### config.mk
export PLATFORM = sky130hd
export DESIGN_NAME = fifo_uart_tx
export DESIGN_NICKNAME = d
export VERILOG_FILES = /design/src/rtl/fifo_uart_tx.sv
export SDC_FILE = /design/constraint.sdc
export NUM_CORES = 1
export LEC_CHECK = 0
export BUFFER_PORTS_ARGS = -buffer_cell sky130_fd_sc_hd__buf_2
export CAP_MARGIN = 5
export CORE_MARGIN = 2
export CORE_UTILIZATION = 25
export CTS_BUF_LIST = sky130_fd_sc_hd__clkbuf_4 sky130_fd_sc_hd__clkbuf_8
export CTS_CLUSTER_SIZE = 12
export DETAILED_ROUTE_END_ITERATION = 10
export GPL_ROUTABILITY_DRIVEN = 0
export MAX_ROUTING_LAYER = met4
export PLACE_DENSITY = 0.52
export SETUP_SLACK_MARGIN = 0.3
export SLEW_MARGIN = 20
export SYNTH_ARGS = -nofsm -noshare
export SYNTH_HDL_FRONTEND = slang
export SYNTH_SLANG_ARGS = --single-unit
### constraint.sdc
create_clock -name clk_i -period 2.8 [get_ports clk_i]
set_clock_uncertainty 0.15 [all_clocks]
set_input_delay 0.42 -clock clk_i [delete_from_list [all_inputs] [get_ports clk_i]]
set_output_delay 0.42 -clock clk_i [all_outputs]
set_load 0.05 [all_outputs]
### src/rtl/fifo_uart_tx.sv
// -----------------------------------------------------------------------------
// fifo_uart_tx
//
// Drains bytes from an upstream registered-read byte FIFO and serialises each
// one as an 8N1 UART frame (start bit, 8 data bits LSB first, one stop bit).
// The line idles high.
//
// Parameters
//   CLKS_PER_BIT  clock cycles per UART bit period (2..65535)
//
// Ports
//   clk_i          sole clock, rising edge
//   rst_ni         asynchronous active-low reset
//   en_i           drain enable; low stops new fetches, never aborts a frame
//   empty_i        upstream FIFO empty flag
//   rdata_i[7:0]   upstream FIFO read data, valid the cycle after re_o
//   re_o           FIFO read strobe, one single-cycle pulse per byte
//   tx_o           UART serial output
//   busy_o         high whenever the FSM is not in IDLE
//   byte_done_o    single-cycle pulse in the last cycle of each stop bit
// -----------------------------------------------------------------------------
module fifo_uart_tx #(
    parameter int unsigned CLKS_PER_BIT = 16
) (
    input  logic       clk_i,
    input  logic       rst_ni,
    input  logic       en_i,
    input  logic       empty_i,
    input  logic [7:0] rdata_i,
    output logic       re_o,
    output logic       tx_o,
    output logic       busy_o,
    output logic       byte_done_o
);

    // Counter only ever has to hold CLKS_PER_BIT-1.
    localparam int unsigned CNT_W = (CLKS_PER_BIT > 2) ? $clog2(CLKS_PER_BIT) : 1;
    localparam logic [CNT_W-1:0] LAST_CNT = CNT_W'(CLKS_PER_BIT - 1);

    typedef enum logic [2:0] {
        IDLE  = 3'd0,
        READ  = 3'd1,
        LOAD  = 3'd2,
        START = 3'd3,
        DATA  = 3'd4,
        STOP  = 3'd5
    } state_e;

    state_e           state_q,  state_d;
    logic [7:0]       shift_q,  shift_d;
    logic [2:0]       bitIdx_q, bitIdx_d;
    logic [CNT_W-1:0] bitCnt_q, bitCnt_d;
    logic             armed_q;
    logic             bitEnd;

    assign bitEnd = (bitCnt_q == LAST_CNT);

    // State register.
    always_ff @(posedge clk_i or negedge rst_ni) begin
        if (!rst_ni) begin
            state_q <= IDLE;
        end else begin
            state_q <= state_d;
        end
    end

    // Datapath registers. armed_q holds off the first fetch decision until
    // one full clock edge has passed after reset release, so the upstream
    // FIFO never sees a read on the first edge out of reset.
    always_ff @(posedge clk_i or negedge rst_ni) begin
        if (!rst_ni) begin
            shift_q  <= 8'h00;
            bitIdx_q <= 3'd0;
            bitCnt_q <= '0;
            armed_q  <= 1'b0;
        end else begin
            shift_q  <= shift_d;
            bitIdx_q <= bitIdx_d;
            bitCnt_q <= bitCnt_d;
            armed_q  <= 1'b1;
        end
    end

    // Next-state and output decode. The bit counter defaults to zero so it
    // restarts on every state entry and at every bit boundary; it only
    // advances while a bit period is still running, so it can never wrap.
    // All outputs are decoded from registered state only.
    always_comb begin
        state_d     = state_q;
        shift_d     = shift_q;
        bitIdx_d    = bitIdx_q;
        bitCnt_d    = '0;
        re_o        = 1'b0;
        tx_o        = 1'b1;
        busy_o      = 1'b1;
        byte_done_o = 1'b0;

        unique case (state_q)
            IDLE: begin
                busy_o = 1'b0;
                if (armed_q && en_i && !empty_i) begin
                    state_d = READ;
                end
            end

            READ: begin
                re_o    = 1'b1;
                state_d = LOAD;
            end

            LOAD: begin
                shift_d  = rdata_i;
                bitIdx_d = 3'd0;
                state_d  = START;
            end

            START: begin
                tx_o = 1'b0;
                if (bitEnd) begin
                    state_d = DATA;
                end else begin
                    bitCnt_d = bitCnt_q + CNT_W'(1);
                end
            end

            DATA: begin
                tx_o = shift_q[0];
                if (bitEnd) begin
                    shift_d  = {1'b0, shift_q[7:1]};
                    bitIdx_d = bitIdx_q + 3'd1;
                    if (bitIdx_q == 3'd7) begin
                        state_d = STOP;
                    end
                end else begin
                    bitCnt_d = bitCnt_q + CNT_W'(1);
                end
            end

            STOP: begin
                if (bitEnd) begin
                    byte_done_o = 1'b1;
                    state_d     = IDLE;
                end else begin
                    bitCnt_d = bitCnt_q + CNT_W'(1);
                end
            end

            default: begin
                state_d = IDLE;
            end
        endcase
    end

endmodule
### Word-level counts from Yosys, hierarchy flattened

Index checks and enable logic that the tools add are counted.

| storage, ports and cells | value |
|---|---|
| register bits | 19 |
| input port bits | 12 |
| word-level logic and storage cells | 44 |

| cells by class | value |
|---|---|
| add/subtract/negate cells | 2 |
| equality and inequality tests | 12 |
| mux-type cells | 17 |
| reduce and logical (&&, ||, !) cells | 8 |

Operators by type and width:

| kind | number |
|---|---|
| 3-bit 2-to-1 mux | 6 |
| 3-bit case mux with 6 select lines | 1 |
| 8-bit case mux with 2 select lines | 1 |
| 2-bit != test (second input constant) | 5 |
| 3-bit == test (second input constant) | 3 |
| 4-bit 2-to-1 mux | 2 |
| 8-bit 2-to-1 mux | 1 |
| 3-bit by 2-bit == test with 1-bit output (second input constant) | 2 |
| 3-bit case mux with 2 select lines | 1 |
| 5-bit AND reduction | 1 |
| 4-bit by 1-bit adder with 4-bit output (second input constant) | 1 |
| 4-bit == test (second input constant) | 1 |
| 1-bit 2-to-1 mux | 4 |
| 3-bit by 1-bit adder with 3-bit output (second input constant) | 1 |
| 3-bit by 1-bit == test with 1-bit output (second input constant) | 1 |
| 3-bit logical NOT | 1 |
| 3-bit OR reduction | 1 |
| 1-bit logical AND | 2 |
| 1-bit case mux with 2 select lines | 1 |
| 2-bit AND reduction | 1 |
| 2-bit nonzero test | 1 |
| 1-bit logical NOT | 1 |

### Logic depth before layout (Yosys ltp)

Gate-level depths: netlist (run 1).

| depth | value |
|---|---|
| depth in word-level cells | 4 |
| mapped depth | 6 |

### Worst setup path before layout (run 1)

OpenSTA, ideal clock, no wires.

| timing path | value |
|---|---|
| path type | register -> output |
| start point | reg state_q[0] |
| end point | out re_o |
| arrival time | 1,692 ps |
| setup slack | 538 ps |
| cell stages (with the launch flop) | 4 |
| cell sequence | dfrtp_1 -> buf_4 -> inv_1 -> nor3_1 |

| between the ends | value |
|---|---|
| cells in the longest elaborated chain, start to end | 2 |

RTL lines:

| element | line | source |
|---|---|---|
| start: declaration | 49 | `state_e state_q, state_d;` |
| start signal: assignment | 63 | `state_q <= state_d;` |
| 3-bit by 1-bit == test with 1-bit output | 98 | `unique case (state_q)` |
| 1-bit 2-to-1 mux | 98 |  |
| end: declaration | 30 | `output logic re_o,` |

No other way between the ends.

### Worst setup path in the final report (run 1)

| timing path | value |
|---|---|
| start point | reg bitCnt_q[0] |
| end point | out byte_done_o |

| between the ends | value |
|---|---|
| cells in the longest elaborated chain, start to end | 3 |

RTL lines:

| element | line | source |
|---|---|---|
| start: declaration | 52 | `logic [CNT_W-1:0] bitCnt_q, bitCnt_d;` |
| start signal: assignment | 79 | `bitCnt_q <= bitCnt_d;` |
| 4-bit == test | 56 | `assign bitEnd = (bitCnt_q == LAST_CNT);` |
| 1-bit 2-to-1 mux | 140 | `if (bitEnd) begin` |
| 1-bit 2-to-1 mux | 98 |  |
| end: declaration | 33 | `output logic byte_done_o` |

No other way between the ends.

==> impl_results.md, run 1 <==
* Setup TNS at 0 ps
* Min Hold Slack at 313 ps
* Synth Instances at 86
* Final-report hold violation count at 0
* Crit end category: primary output
* Slew Viols, Final at 0
* Setup violators final at 0
* Met2 wire len at 958 µm
* Drt pass-1 iters at 4
* CTS Buf Count at 3
* Clock period minus worst slack at 2290 ps
* # rows at 23
* Commonest non-fill, non-tap cell in the layout: dfrtp_1
* Crit path to: byte_done_o
* Worst reg2reg path depth at 4
* GR Overflow Total at 0
* Layout cell share with drive strength beyond 1 at 0.343
* Internal reg-to-reg setup slack at 640 ps
* #FFs+latches synth at 19
* Max Cap Viol at 0
* CTS clk-pin slew, worst paths at 70 ps
* Ys async rst share at 1.00
* Gr usage total at 0.0888
* Placement Setup Slack at 671 ps
* Area occupied by multi-input gates at 484 µm²
* Status: complete, no violations
* Wirelength, routed at 1860 µm
* Clk root buf: clkbuf_8
* PwrDens at 431 nW/µm²
* FF+latch area at 475 µm²
* Seq/Total Area, Yosys at 0.465
* Io pins at 16
* Antenna Nets Post-Route at 0
* CORE AREA at 3970 µm²
* Vias at 669
* Syn_nets at 101
* RR Endpoint: shift_q[4]
* Clk_lat worst skew at 250 ps
* HP Class: input pin to register
* LEAKAGE at 0.000607 µW
* Metal3 WL at 43 µm
* Max layer used: met4
* Global-route wire length before repair at 3030 µm
* Fillcell total at 408
* Synthesis-to-layout area growth at 16.0%
* PortBufs at 15
* Via/cell ratio at 4.40
* WL/cell at 12.2 µm
* Vias in the first global route at 688
* Rel. slew slack at 0.590
* CTS H-Tree Depth at 1
* Most frequent cells in the layout: dfrtp_1, buf_2
* Fmax at 437 MHz
* Layout Cells excl Fill at 152
* Crit path required time at 2230 ps
* Netlist Area Pre-Place at 1020 µm²
* Reg-to-reg startpoint: bitCnt_q[0]
* Yosys Warn Count at 0
* Net count, final at 118
* Post-Synthesis Mean Instance Area at 11.9 µm²
* Number of flops mapped to enable cells by yosys at 0
* Die area at 4620 µm²
* Peak VDD IR at 135 µV
* RSZ-0062 raised after global routing: no
* Yosys cell types at 35
* WL met1 at 826 µm
* Worst Setup Slack, final at 513 ps
* Pin count of the biggest net entering global routing at 20
* Residual DRC at 0
* Iteration-0 DRC Markers at 30
* Crit path from: bitCnt_q[0]
* Worst Setup Path Type: register to primary output
* Crit-path max FO at 6
* Starting Density at 0.257
* CTS Sinks at 19
* Die Wd at 67.9 µm
* Initial antenna violation count at 0
* DPL Wire Length at 1360 µm
* Die Span Y at 67.9 µm
* Arr. time, crit path at 1720 ps
* Clock Path Buffers at 2
* Postcts setup bufs at 0
* Period utilization at 0.817
* N_diodes at 0
* Worst setup SP type: register
* Worst Tran Pin Value at 616 ps
* Placed cells at 147
* TritonCTS clock tree: yes
* Most used DFF post-synth: dfrtp_1
==> power breakdown <==
part           total (µW)  switching [µW]  internal [µW]
combinational        28.7            13.3           15.4
sequential            283            2.83            280
clock                 200            89.0            111
total                 511             105            406
==> what timing repair did <==
item / in CTS / in global routing
endpoints found under the setup margin: 0 / 0
resized for setup: 0 / 0
hold endpoints to repair: 19 / 0
hold buffers: 1 / 0
==> per-stage QoR <==
| stage | area (µm²) | total power (µW) | util |
|---|---|---|---|
| after detailed placement | 1130 | 317 | 0.284 |
| after CTS | 1190 | 516 | 0.299 |
| after global routing | 1190 | 538 | 0.299 |
| after global placement | 1130 | 316 | 0.284 |
| final | 1190 | 511 | 0.299 |
| after floorplan | 1020 | 301 | - |
==> registers in the layout, indices dropped and copies added (netlist names) <==
name	cells
state_q	3
bitIdx_q	3
shift_q	8
armed_q	1
bitCnt_q	4
==> worst min-delay path by stage <==
stage | startpoint | endpoint | slack, ps | cells past startpoint
global route | rdata_i[0] | shift_q[0] | 340 | 3
CTS | rdata_i[0] | shift_q[0] | 320 | 3
finish | rdata_i[0] | shift_q[0] | 310 | 3
global placement | rst_ni | shift_q[1] | 230 | 1
floorplan | rst_ni | armed_q | -30 | 0
detailed placement | rst_ni | shift_q[1] | 240 | 1
==> routing by layer <==
metal | up-vias | global-route usage
met4 | 0 | 0.0450
li1 | 331 | -
met5 | - | -
met2 | 9 | 0.144
met1 | 327 | 0.109
met3 | 2 | 0.00987
==> layout make-up <==
| type | instances | area share |
|---|---|---|
| clock buffer | 4 | 0.0411 |
| inverter | 6 | 0.0190 |
| timing repair buffer | 17 | 0.0781 |
| tap | 50 | 0.0527 |
| sequential | 19 | 0.401 |
| multi-input combinational | 56 | 0.408 |
==> logic make-up (layout without fill, tap and decap cells) <==
| logic type | Yosys count | count (layout) | share of synthesized area |
|---|---|---|---|
| flip-flops | 19 | 19 | 0.465 |
| AND/OR/NAND/NOR | 19 | 19 | 0.118 |
| multiplexers | 18 | 18 | 0.213 |
| AO/OA/AOI/OAI | 14 | 14 | 0.0943 |
| buffers and inverters | 11 | 27 | 0.0612 |
| adder cells (fa/ha/maj) | 3 | 3 | 0.0367 |
| other | 1 | 1 | 0.00367 |
| XOR/XNOR | 1 | 1 | 0.00857 |
==> cell usage after synthesis (2+ instances only) <==
library cell,number,area [µm²]
dfrtp_1,19,475
inv_1,6,22.5
mux2_2,6,67.6
mux2_4,6,90.1
mux2i_1,6,60.1
nand2_1,4,15.0
a31oi_1,3,18.8
ha_1,3,37.5
a21oi_1,2,10.0
buf_6,2,22.5
nand3_1,2,10.0
nor2_1,2,7.51
nor2b_1,2,12.5
nor3_1,2,10.0
==> worst max-delay path, cell delays in order, from the launching register on <==
cell,delay (ps)
dfrtp_1,400
ha_1,250
and3_1,320
nand2_1,120
nor2_1,100
buf_2,270
Note: power is estimated with default switching activity, not from simulation.
==> inputs of run 2 (changes only) <==
==> constraint.sdc (replaced) <==
create_clock -name clk_i -period 2.2 [get_ports clk_i]
set_clock_uncertainty 0.15 [all_clocks]
set_input_delay 0.33 -clock clk_i [delete_from_list [all_inputs] [get_ports clk_i]]
set_output_delay 0.33 -clock clk_i [all_outputs]
set_load 0.05 [all_outputs]
==> run 2 against run 1 <==
  * Worst setup slack got worse by 180 ps
  * Power rose by 26%
  * Register-to-register slack got worse by 270 ps
  * Non-clock buffer count rose by 11
  * Clock power rose by 23%
  * Cell count rose by 7.2%
  * Sequential power rose by 27%
  * Sequential cell count did not move
  * First-iteration DRC count fell by 50%
  * Sequential share of layout area fell by 4.3 points
  * Worst hold slack got worse by 84 ps
  * Critical path type unchanged
==> impl_results.md, run 2 (synthesis results as in run 1) <==
* Net count, final at 129 (was 118)
* Slew Viols, Final at 0 (unchanged)
* Crit-path max FO at 3 (was 6)
* Setup violators final at 0 (unchanged)
* Setup TNS at 0 ps (unchanged)
* Clk pwr share at 0.383 (was 0.391)
* Fmax at 536 MHz
* Via/cell ratio at 4.50 (was 4.40)
* Residual DRC at 0 (unchanged)
* Wirelength, routed at 2000 µm (was 1860 µm)
* GR Overflow Total at 0 (unchanged)
* Clk root buf: clkbuf_8 (unchanged)
* Switching Fraction at 0.219 (was 0.206)
* Worst Hold End: shift_q[0] (unchanged)
* CTS H-Tree Depth at 1 (unchanged)
* PwrDens at 480 nW/µm² (was 431 nW/µm²)
* Internal reg-to-reg setup slack at 370 ps (was 640 ps)
* PortBufs at 15 (unchanged)
* Status: complete, no violations (unchanged)
* Max reg flops at 8 (unchanged)
* WP buf/inv at 1 (unchanged)
* CTS Sinks at 19 (unchanged)
* CTS Buf Count at 3 (unchanged)
* Fillcell total at 411 (was 408)
* RR Endpoint: shift_q[4] (unchanged)
* Post-DP Area at 1150 µm² (was 1130 µm²)
* Crit-path cells: ha_4 > and3_4 > nand2_2 > nor2_2 > buf_6 (was ha_1 > and3_1 > nand2_1 > nor2_1 > buf_2)
* NetSw at 141 µW (was 105 µW)
* WL/cell at 12.3 µm (was 12.2 µm)
* # rows at 23 (unchanged)
* Global-route wire length before repair at 3330 µm (was 3030 µm)
* Vias in the first global route at 724 (was 688)
* Int Pwr at 503 µW (was 406 µW)
* Clock period minus worst slack at 1860 ps
* Arr. time, crit path at 1380 ps (was 1720 ps)
* CORE AREA at 3970 µm² (unchanged)
* Gr usage total at 0.0974 (was 0.0888)
* Layout cell share with drive strength beyond 1 at 0.504 (was 0.343)
* Final Cell Area at 1340 µm² (was 1190 µm²)
* TritonCTS clock tree: yes (unchanged)
* Clk_lat worst skew at 260 ps (was 250 ps)
* Starting Density at 0.257 (unchanged)
* Die area at 4620 µm² (unchanged)
* Final-report hold violation count at 0 (unchanged)
* Crit path required time at 1720 ps (was 2230 ps)
* Hold Path Origin: rdata_i[0] (unchanged)
* Iteration-0 DRC Markers at 15 (was 30)
* Crit end category: primary output (unchanged)
* Biggest register: shift_q (unchanged)
* Slowest-stage cell, CP: dfrtp_1 (unchanged)
* CP delay by family, top: flip-flops (was simple AND/OR/NAND/NOR gates)
* Antenna Nets Post-Route at 0 (unchanged)
* Worst setup SP type: register (unchanged)
* Pin count of the biggest net entering global routing at 20 (unchanged)
* Flop pwr share at 0.559 (was 0.553)
* Initial antenna violation count at 0 (unchanged)
* Worst Setup Path Type: register to primary output (unchanged)
* N_diodes at 0 (unchanged)
* Period utilization at 0.847
* Drt pass-1 iters at 4 (unchanged)
* Logic gate share of total power at 0.058 (was 0.056)
* DPL Wire Length at 1360 µm (about the same)
* Commonest non-fill, non-tap cell in the layout: dfrtp_1 (unchanged)
* Synthesis-to-layout area growth at 31.3% (was 16.0%)
* Regs by FF count: shift_q x8, bitCnt_q x4 (unchanged)
* RSZ-0062 raised after global routing: yes (was no)
* Max Cap Viol at 0 (unchanged)
* HP Class: input pin to register (unchanged)
* Reg-to-reg startpoint: state_q[0] (was bitCnt_q[0])
* Die Wd at 67.9 µm (unchanged)
* Most frequent cells in the layout: dfrtp_1, buf_2, buf_4 (was dfrtp_1, buf_2)
* Peak VDD IR at 178 µV (was 135 µV)
* LEAKAGE at 0.000675 µW (was 0.000607 µW)
* CTS clk-pin slew, worst paths at 70 ps (about the same)
* Min-Delay Path Depth at 3 (unchanged)
* Io pins at 16 (unchanged)
* Worst reg2reg path depth at 5 (was 4)
* Vias at 734 (was 669)
* CP peak stage delay at 430 ps (was 400 ps)
* Die Span Y at 67.9 µm (unchanged)
* Clock Path Buffers at 2 (unchanged)
[run 2: timing repair]
item | 4_1_cts | 5_1_grt
hold endpoints to repair | 19 | 0
resized for setup | 7 | 6
pin swaps | 0 | 1
setup endpoints to repair | 13 | 8
gates cloned | 0 | 0
hold buffers | 1 | 0
buffers inserted | 2 | 8
[run 2: worst max path at each step]
stage | slack (ps) | startpoint | cells after the start | end
after global routing | 270 | bitCnt_q[1] | 5 | byte_done_o
after detailed placement | 150 | bitCnt_q[0] | 4 | shift_q[4]
after floorplan | 320 | bitCnt_q[0] | 5 | byte_done_o
after global placement | 250 | bitCnt_q[0] | 4 | shift_q[1]
after CTS | 170 | bitCnt_q[0] | 5 | byte_done_o
final | 340 | bitCnt_q[1] | 5 | byte_done_o
[run 2: layer usage]
layer / up-vias / part of all wire / track usage
li1: 353 / - / -
met1: 362 / 0.48 / 0.128
met2: 15 / 0.46 / 0.149
met3: 4 / 0.044 / 0.0280
met4: 0 / 0.018 / 0.0225
met5: - / 0 / -
[run 2: power groups by stage]
stage	Sequential [µW]	Clock (µW)	Combinational (µW)
final	360	247	37.4
after floorplan	366	0	18.0
after detailed placement	367	0	36.5
after global routing	361	269	41.7
after global placement	367	0	35.5
after CTS	360	249	38.3
[run 2: worst reg2reg max path, cell delays in order (launching register included)]
cell	delay, ps
dfrtp_2	480
nor3b_4	240
buf_6	150
buf_12	110
mux2_2	330
mux2_4	260
[run 2: final cells by class]
cell class	count	area, µm²	area share
Multi-Input combinational cell	56	518	0.386
Sequential cell	19	480	0.358
Timing Repair Buffer	28	213	0.158
Tap cell	50	62.6	0.0466
Clock buffer	3	41.3	0.0308
Inverter	6	22.5	0.0168
Clock inverter	1	5.00	0.00373
[run 2: stage by stage]
| stage | util | power, µW | hold slack (ps) | worst slack, ps | std cells |
|---|---|---|---|---|---|
| 6_report | 0.338 | 644 | 229 | 336 | 163 |
| 5_1_grt | 0.338 | 672 | 251 | 269 | 163 |
| 4_1_cts | 0.310 | 648 | 242 | 173 | 155 |
| 3_5_place_dp | 0.289 | 403 | 149 | 150 | 148 |
| 3_3_place_gp | 0.289 | 402 | 140 | 249 | 148 |
| 2_1_floorplan | - | 384 | -116 | 320 | 86 |
